[config.mk]
export PLATFORM = sky130hd
export DESIGN_NAME = minimax_mem_port_flat
export DESIGN_NICKNAME = d
export VERILOG_FILES = /design/src/rtl/minimax_mem_port_if.sv /design/src/rtl/minimax_mem_port.sv /design/src/flat_wrapper.sv
export SDC_FILE = /design/constraint.sdc
export NUM_CORES = 1
export LEC_CHECK = 0
export ABC_AREA = 1
export CAP_MARGIN = 20
export CORE_UTILIZATION = 30
export CTS_CLUSTER_SIZE = 24
export DETAILED_ROUTE_END_ITERATION = 16
export PLACE_DENSITY = 0.78
export SETUP_SLACK_MARGIN = 0.1
export SYNTH_ARGS = -nofsm -noshare
export SYNTH_HDL_FRONTEND = slang
export SYNTH_SLANG_ARGS = --single-unit
export TNS_END_PERCENT = 30
[constraint.sdc]
create_clock -name clk -period 4.1 [get_ports clk]
set_input_delay 0.82 -clock clk [delete_from_list [all_inputs] [get_ports clk]]
set_output_delay 0.82 -clock clk [all_outputs]
set_load 0.005 [all_outputs]
[src/rtl/minimax_mem_port_if.sv]
// Core-side fetch and load/store bus of the minimax memory responder.
// The core drives requests through master; the memory port answers through slave.
interface minimax_mem_port_if #(
  parameter int PC_BITS = 13
);
  logic [PC_BITS-1:0] inst_addr;
  logic               inst_regce;
  logic [15:0]        inst;
  logic [31:0]        addr;
  logic [31:0]        wdata;
  logic [3:0]         wmask;
  logic               rreq;
  logic [31:0]        rdata;

  modport master (
    output inst_addr, inst_regce, addr, wdata, wmask, rreq,
    input  inst, rdata
  );

  modport slave (
    input  inst_addr, inst_regce, addr, wdata, wmask, rreq,
    output inst, rdata
  );
endinterface

[src/rtl/minimax_mem_port.sv]
// Memory responder for the minimax core: shares one synchronous-read SRAM between
// data stores, data loads and instruction fetch (in that priority), and decodes the exit register.
module minimax_mem_port #(
  parameter int          PC_BITS   = 13,
  parameter logic [31:0] EXIT_ADDR = 32'hfffffffc
) (
  input  logic               clk,
  input  logic               reset,
  minimax_mem_port_if.slave  core,
  output logic               sram_en,
  output logic [PC_BITS-3:0] sram_addr,
  output logic [31:0]        sram_wdata,
  output logic [3:0]         sram_wmask,
  input  logic [31:0]        sram_rdata,
  output logic               halted,
  output logic               exit_valid,
  output logic [31:0]        exit_code,
  output logic               bus_err
);

  typedef enum logic [1:0] {OP_NONE, OP_FETCH, OP_DLOAD} op_t;

  op_t         last_op;
  logic        last_half;
  logic [15:0] inst_q;
  logic [15:0] inst_lat;
  logic        is_store;
  logic        in_ram;
  logic        exit_store;
  logic        ram_store;
  logic        ram_load;
  logic        err_now;
  logic        unused_ok;

  // Halfword fetches only ever look at bit 1 of the fetch address.
  assign unused_ok = core.inst_addr[0];

  always_comb begin
    is_store   = |core.wmask;
    in_ram     = core.addr[31:PC_BITS] == '0;
    exit_store = (core.wmask == 4'hf) && (core.addr == EXIT_ADDR);
    ram_store  = is_store && in_ram;
    ram_load   = core.rreq && !is_store && in_ram;
    err_now    = (is_store && !in_ram && !exit_store) ||
                 (core.rreq && !is_store && !in_ram) ||
                 (is_store && !exit_store && (core.addr == EXIT_ADDR)) ||
                 (core.rreq && is_store);
  end

  // Exit stores and unmapped accesses leave the slot to the fetch path.
  always_comb begin
    sram_en    = !reset && !halted;
    sram_wmask = (sram_en && ram_store) ? core.wmask : 4'h0;
    sram_wdata = core.wdata;
    sram_addr  = (ram_store || ram_load) ? core.addr[PC_BITS-1:2]
                                         : core.inst_addr[PC_BITS-1:2];
    inst_lat   = 16'h0000;
    if (last_op == OP_FETCH)
      inst_lat = last_half ? sram_rdata[31:16] : sram_rdata[15:0];
  end

  assign core.rdata = (last_op == OP_DLOAD) ? sram_rdata : 32'h0;
  assign core.inst  = inst_q;

  always_ff @(posedge clk or posedge reset) begin
    if (reset) begin
      last_op    <= OP_NONE;
      last_half  <= 1'b0;
      inst_q     <= 16'h0000;
      halted     <= 1'b0;
      exit_valid <= 1'b0;
      exit_code  <= 32'h0;
      bus_err    <= 1'b0;
    end else begin
      exit_valid <= 1'b0;
      last_half  <= core.inst_addr[1];
      if (core.inst_regce)
        inst_q <= inst_lat;
      if (halted || is_store)
        last_op <= OP_NONE;
      else if (ram_load)
        last_op <= OP_DLOAD;
      else
        last_op <= OP_FETCH;
      if (exit_store && !halted) begin
        halted     <= 1'b1;
        exit_valid <= 1'b1;
        exit_code  <= core.wdata;
      end
      if (err_now)
        bus_err <= 1'b1;
    end
  end

endmodule

[src/flat_wrapper.sv]
// flat-port wrapper written by rule: the top's interface ports become plain ports
module minimax_mem_port_flat 
#(
  parameter int          PC_BITS   = 13,
  parameter logic [31:0] EXIT_ADDR = 32'hfffffffc
)
  (clk, reset, sram_en, sram_addr, sram_wdata, sram_wmask, sram_rdata, halted, exit_valid, exit_code, bus_err, core_inst_addr, core_inst_regce, core_addr, core_wdata, core_wmask, core_rreq, core_inst, core_rdata);
  minimax_mem_port_if #(.PC_BITS(PC_BITS)) core_i ();
  input  logic clk;
  input  logic reset;
  output logic sram_en;
  output logic [PC_BITS-3:0] sram_addr;
  output logic [31:0] sram_wdata;
  output logic [3:0] sram_wmask;
  input  logic [31:0] sram_rdata;
  output logic halted;
  output logic exit_valid;
  output logic [31:0] exit_code;
  output logic bus_err;
  input wire logic [$bits(core_i.inst_addr)-1:0] core_inst_addr;
  input wire logic [$bits(core_i.inst_regce)-1:0] core_inst_regce;
  input wire logic [$bits(core_i.addr)-1:0] core_addr;
  input wire logic [$bits(core_i.wdata)-1:0] core_wdata;
  input wire logic [$bits(core_i.wmask)-1:0] core_wmask;
  input wire logic [$bits(core_i.rreq)-1:0] core_rreq;
  output wire logic [$bits(core_i.inst)-1:0] core_inst;
  output wire logic [$bits(core_i.rdata)-1:0] core_rdata;
  assign core_i.inst_addr = core_inst_addr;
  assign core_i.inst_regce = core_inst_regce;
  assign core_i.addr = core_addr;
  assign core_i.wdata = core_wdata;
  assign core_i.wmask = core_wmask;
  assign core_i.rreq = core_rreq;
  assign core_inst = core_i.inst;
  assign core_rdata = core_i.rdata;
  minimax_mem_port #(.PC_BITS(PC_BITS), .EXIT_ADDR(EXIT_ADDR)) u_core (.clk(clk), .reset(reset), .core(core_i), .sram_en(sram_en), .sram_addr(sram_addr), .sram_wdata(sram_wdata), .sram_wmask(sram_wmask), .sram_rdata(sram_rdata), .halted(halted), .exit_valid(exit_valid), .exit_code(exit_code), .bus_err(bus_err));
endmodule
==> impl_metrics.toml <==
[critical_path]
cp-end-kind = "output port"
crit_path_max_fanout = 22
path_buf_inv = 3
cp.required_ns = 3.28
crit_chain = "clkdlybuf4s50_1 > inv_1 > nand4_1 > o21ai_4 > nand2_1 > o21ai_2 > clkdlybuf4s50_1"
crit_family = "buffers and inverters"
cp_common_cell = "clkdlybuf4s50_1"
critPathMaxStageDelay_ns = 0.61
cpMaxStageDelayCell = "o21ai_4"
cp.arrival_ns = 2.93
criticalPathCategory = "in2out"
start_kind = "primary input"

[global_routing]
use_met2_pct = 33.8
grt.total_usage_pct = 17.8
grt_first_pass_wirelength_um = 16200
grt_max_degree = 37
gr-total-overflow = 0
use_met1_pct = 20.7
grt_pass1_vias = 3454
top_usage_layer = "met2"
antenna_found_initial = 0
grtUsageMet3_pct = 3.65

[cells_and_area]
drive_gt1_share_pct = 4.15
fillers = 943
area_growth_pct = 76.4
diodes = 0
sequential_cell_area_um2 = 1350
postLayoutCellArea_um2 = 5690
multi_input_area_um2 = 1260
nets = 791

[pwr]
p_sw_share_pct = 23.3
vdd_ir_drop_max_mv = 0.148
combPwrFrac_pct = 20.3
power_frac_seq_pct = 46.6
power.internal_w = 0.000884
clockPowerShare_pct = 33.2
p_per_area_nw_per_um2 = 202
switchingPower_w = 0.000268
power.leakage_nw = 2.70

[drt]
antenna_left = 0
wire_per_inst_um = 12.6
drt_pass1_iterations = 4
vias = 3516
drc = 0
wirelength_um = 10200
drt_iter0_markers = 189
viasPerCell = 4.34

[floorplan]
top_level_ports = 248
dieArea_um2 = 11200
rows = 37
coreArea_um2 = 10400
die_h_um = 106
die_w_um = 106
start_util_pct = 31.1

[placement]
placed_cell_area_um2 = 5530
dpl.hpwl_um = 8300
routabilityCongestion = 0.833
io_buffers = 246

[clocking]
clockBufferDepth = 2
htree_levels = 2
hold_buffers = 0
cts_root_buf = "clkbuf_8"
cts-resized-gates = 1
cts_made_buffers = 5
cts_tree = "done"
clkSinkCount = 54
cts_setup_buffers = 0
clk_pin_slew_ns = 0.09
clkLatencyLatePin_ns = 0.31

[hold_path]
hold_class = "reg2reg"

[synth]
ys_seq_elements = 54
synth.cell_area_um2 = 3220
ys_types = 21
syn_avg_cell_area_um2 = 6.92
yosysSeqAreaShare_pct = 41.9
syn_inst = 466
ys_warn_count = 0
syn-num-nets = 583

[timing]
period_needed_ns = 3.75
finalClockSkew_ns = 0.0149
rsz0062_at_grt = "false"
max_freq_mhz = 267
maxSlewViolCount = 0
holdWs_ns = 0.485
finalHoldViolCount = 0
period_share_pct = 91.4
finalSetupTns_ns = 0
slew_headroom_pct = 44.7
setup-violations-final = 0
tightest_slew_ns = 0.829

[job]
maxCapViolCount = 0

[outcome]
outcome = "finished, final reports clean"
==> state kept, by name, indices dropped and copies added, names as in the netlist <==
register / flops
u_core.exit_code: 32
u_core.core.inst: 16
u_core.last_op: 2
u_core.bus_err: 1
u_core.exit_valid: 1
u_core.halted: 1
u_core.last_half: 1
==> worst min-delay path: stages (launching register included) <==
cell and delay, ns:
dfrtp_1 0.35, nand2_1 0.06, nand2_1 0.05
==> path summary, 6_finish.rpt <==
path                       slack, ns            startpoint  cells after the start              endpoint
min in group asynchronous       1.00                 reset                      2   u_core.core.inst[0]
setup reg to reg                2.32         u_core.halted                      6  u_core.exit_code[25]
max in group asynchronous       2.34                 reset                      3     u_core.exit_valid
setup / recovery                0.35         core_wmask[3]                      7          sram_addr[7]
hold / removal                  0.48  u_core.exit_code[23]                      2  u_core.exit_code[23]
hold reg to reg                 0.48  u_core.exit_code[23]                      2  u_core.exit_code[23]
==> stage by stage <==
step                      setup slack, ns  utilization (%)  instances  total power (W)
after CTS                           0.325             54.6        810          0.00118
after global placement              0.158             53.4        802         0.000777
after floorplan                      1.59                -        466         0.000623
final                               0.352             54.9        811          0.00115
after detailed placement           0.0524             53.4        802         0.000781
after global routing                0.231             54.9        811          0.00122
==> Yosys cell counts, drive strengths merged <==
library cell | n | area share [%]
buf | 41 | 9.8
clkbuf | 8 | 0.93
clkinv | 2 | 0.27
dfrtp | 54 | 42
inv | 71 | 8.3
nand2 | 163 | 19
nand3 | 5 | 0.93
nand3b | 2 | 0.47
nand4 | 3 | 0.78
nor2 | 68 | 7.9
nor3 | 2 | 0.31
nor4 | 1 | 0.19
o21ai | 28 | 5.7
o22ai | 16 | 3.1
or2 | 2 | 0.39
==> cell families (layout without fill, tap and decap cells) <==
family          after synthesis  in the layout  share of synthesized area (%)
simple gates                246            246                           30.0
flops                        54             54                           41.9
buf+inv                     122            331                           19.3
compound gates               44             44                           8.85
==> layer usage <==
layer	vias up	part of all wire (%)
met5	-	0
met4	0	0.62
met3	6	6.3
met2	152	53
met1	1582	40
li1	1776	-
==> final cells by class <==
class / instances / share of cell area [%]
multi-input combinational: 290 / 22.1
clock inverter: 2 / 0.682
inverter: 73 / 4.84
clock buffer: 6 / 1.45
sequential: 54 / 23.8
tap: 136 / 2.99
timing repair buffer: 250 / 44.2
==> power by group through the flow <==
stage / sequential, W / clock, W / combinational, W
5_1_grt: 0.000537 / 0.000425 / 0.000253
3_3_place_gp: 0.000547 / 0 / 0.000231
2_1_floorplan: 0.000544 / 0 / 0.0000794
4_1_cts: 0.000536 / 0.000404 / 0.000236
6_report: 0.000536 / 0.000382 / 0.000233
3_5_place_dp: 0.000547 / 0 / 0.000234
==> placed cells by master (no fill, tap or decap), types with 2 or more instances in the layout <==
master	netlist	layout
buf_4	32	3
clkdlybuf4s50_1	0	246
nand4_1	2	2
nand2_1	163	163
clkbuf_8	0	6
nand3_1	4	4
o21ai_2	12	11
nor3_1	2	2
dfrtp_1	54	54
nand3b_1	2	2
o22ai_1	16	16
o21ai_0	16	16
nor2_1	68	68
inv_1	71	70
or2_1	2	2
(Power assumes the default switching activity.)
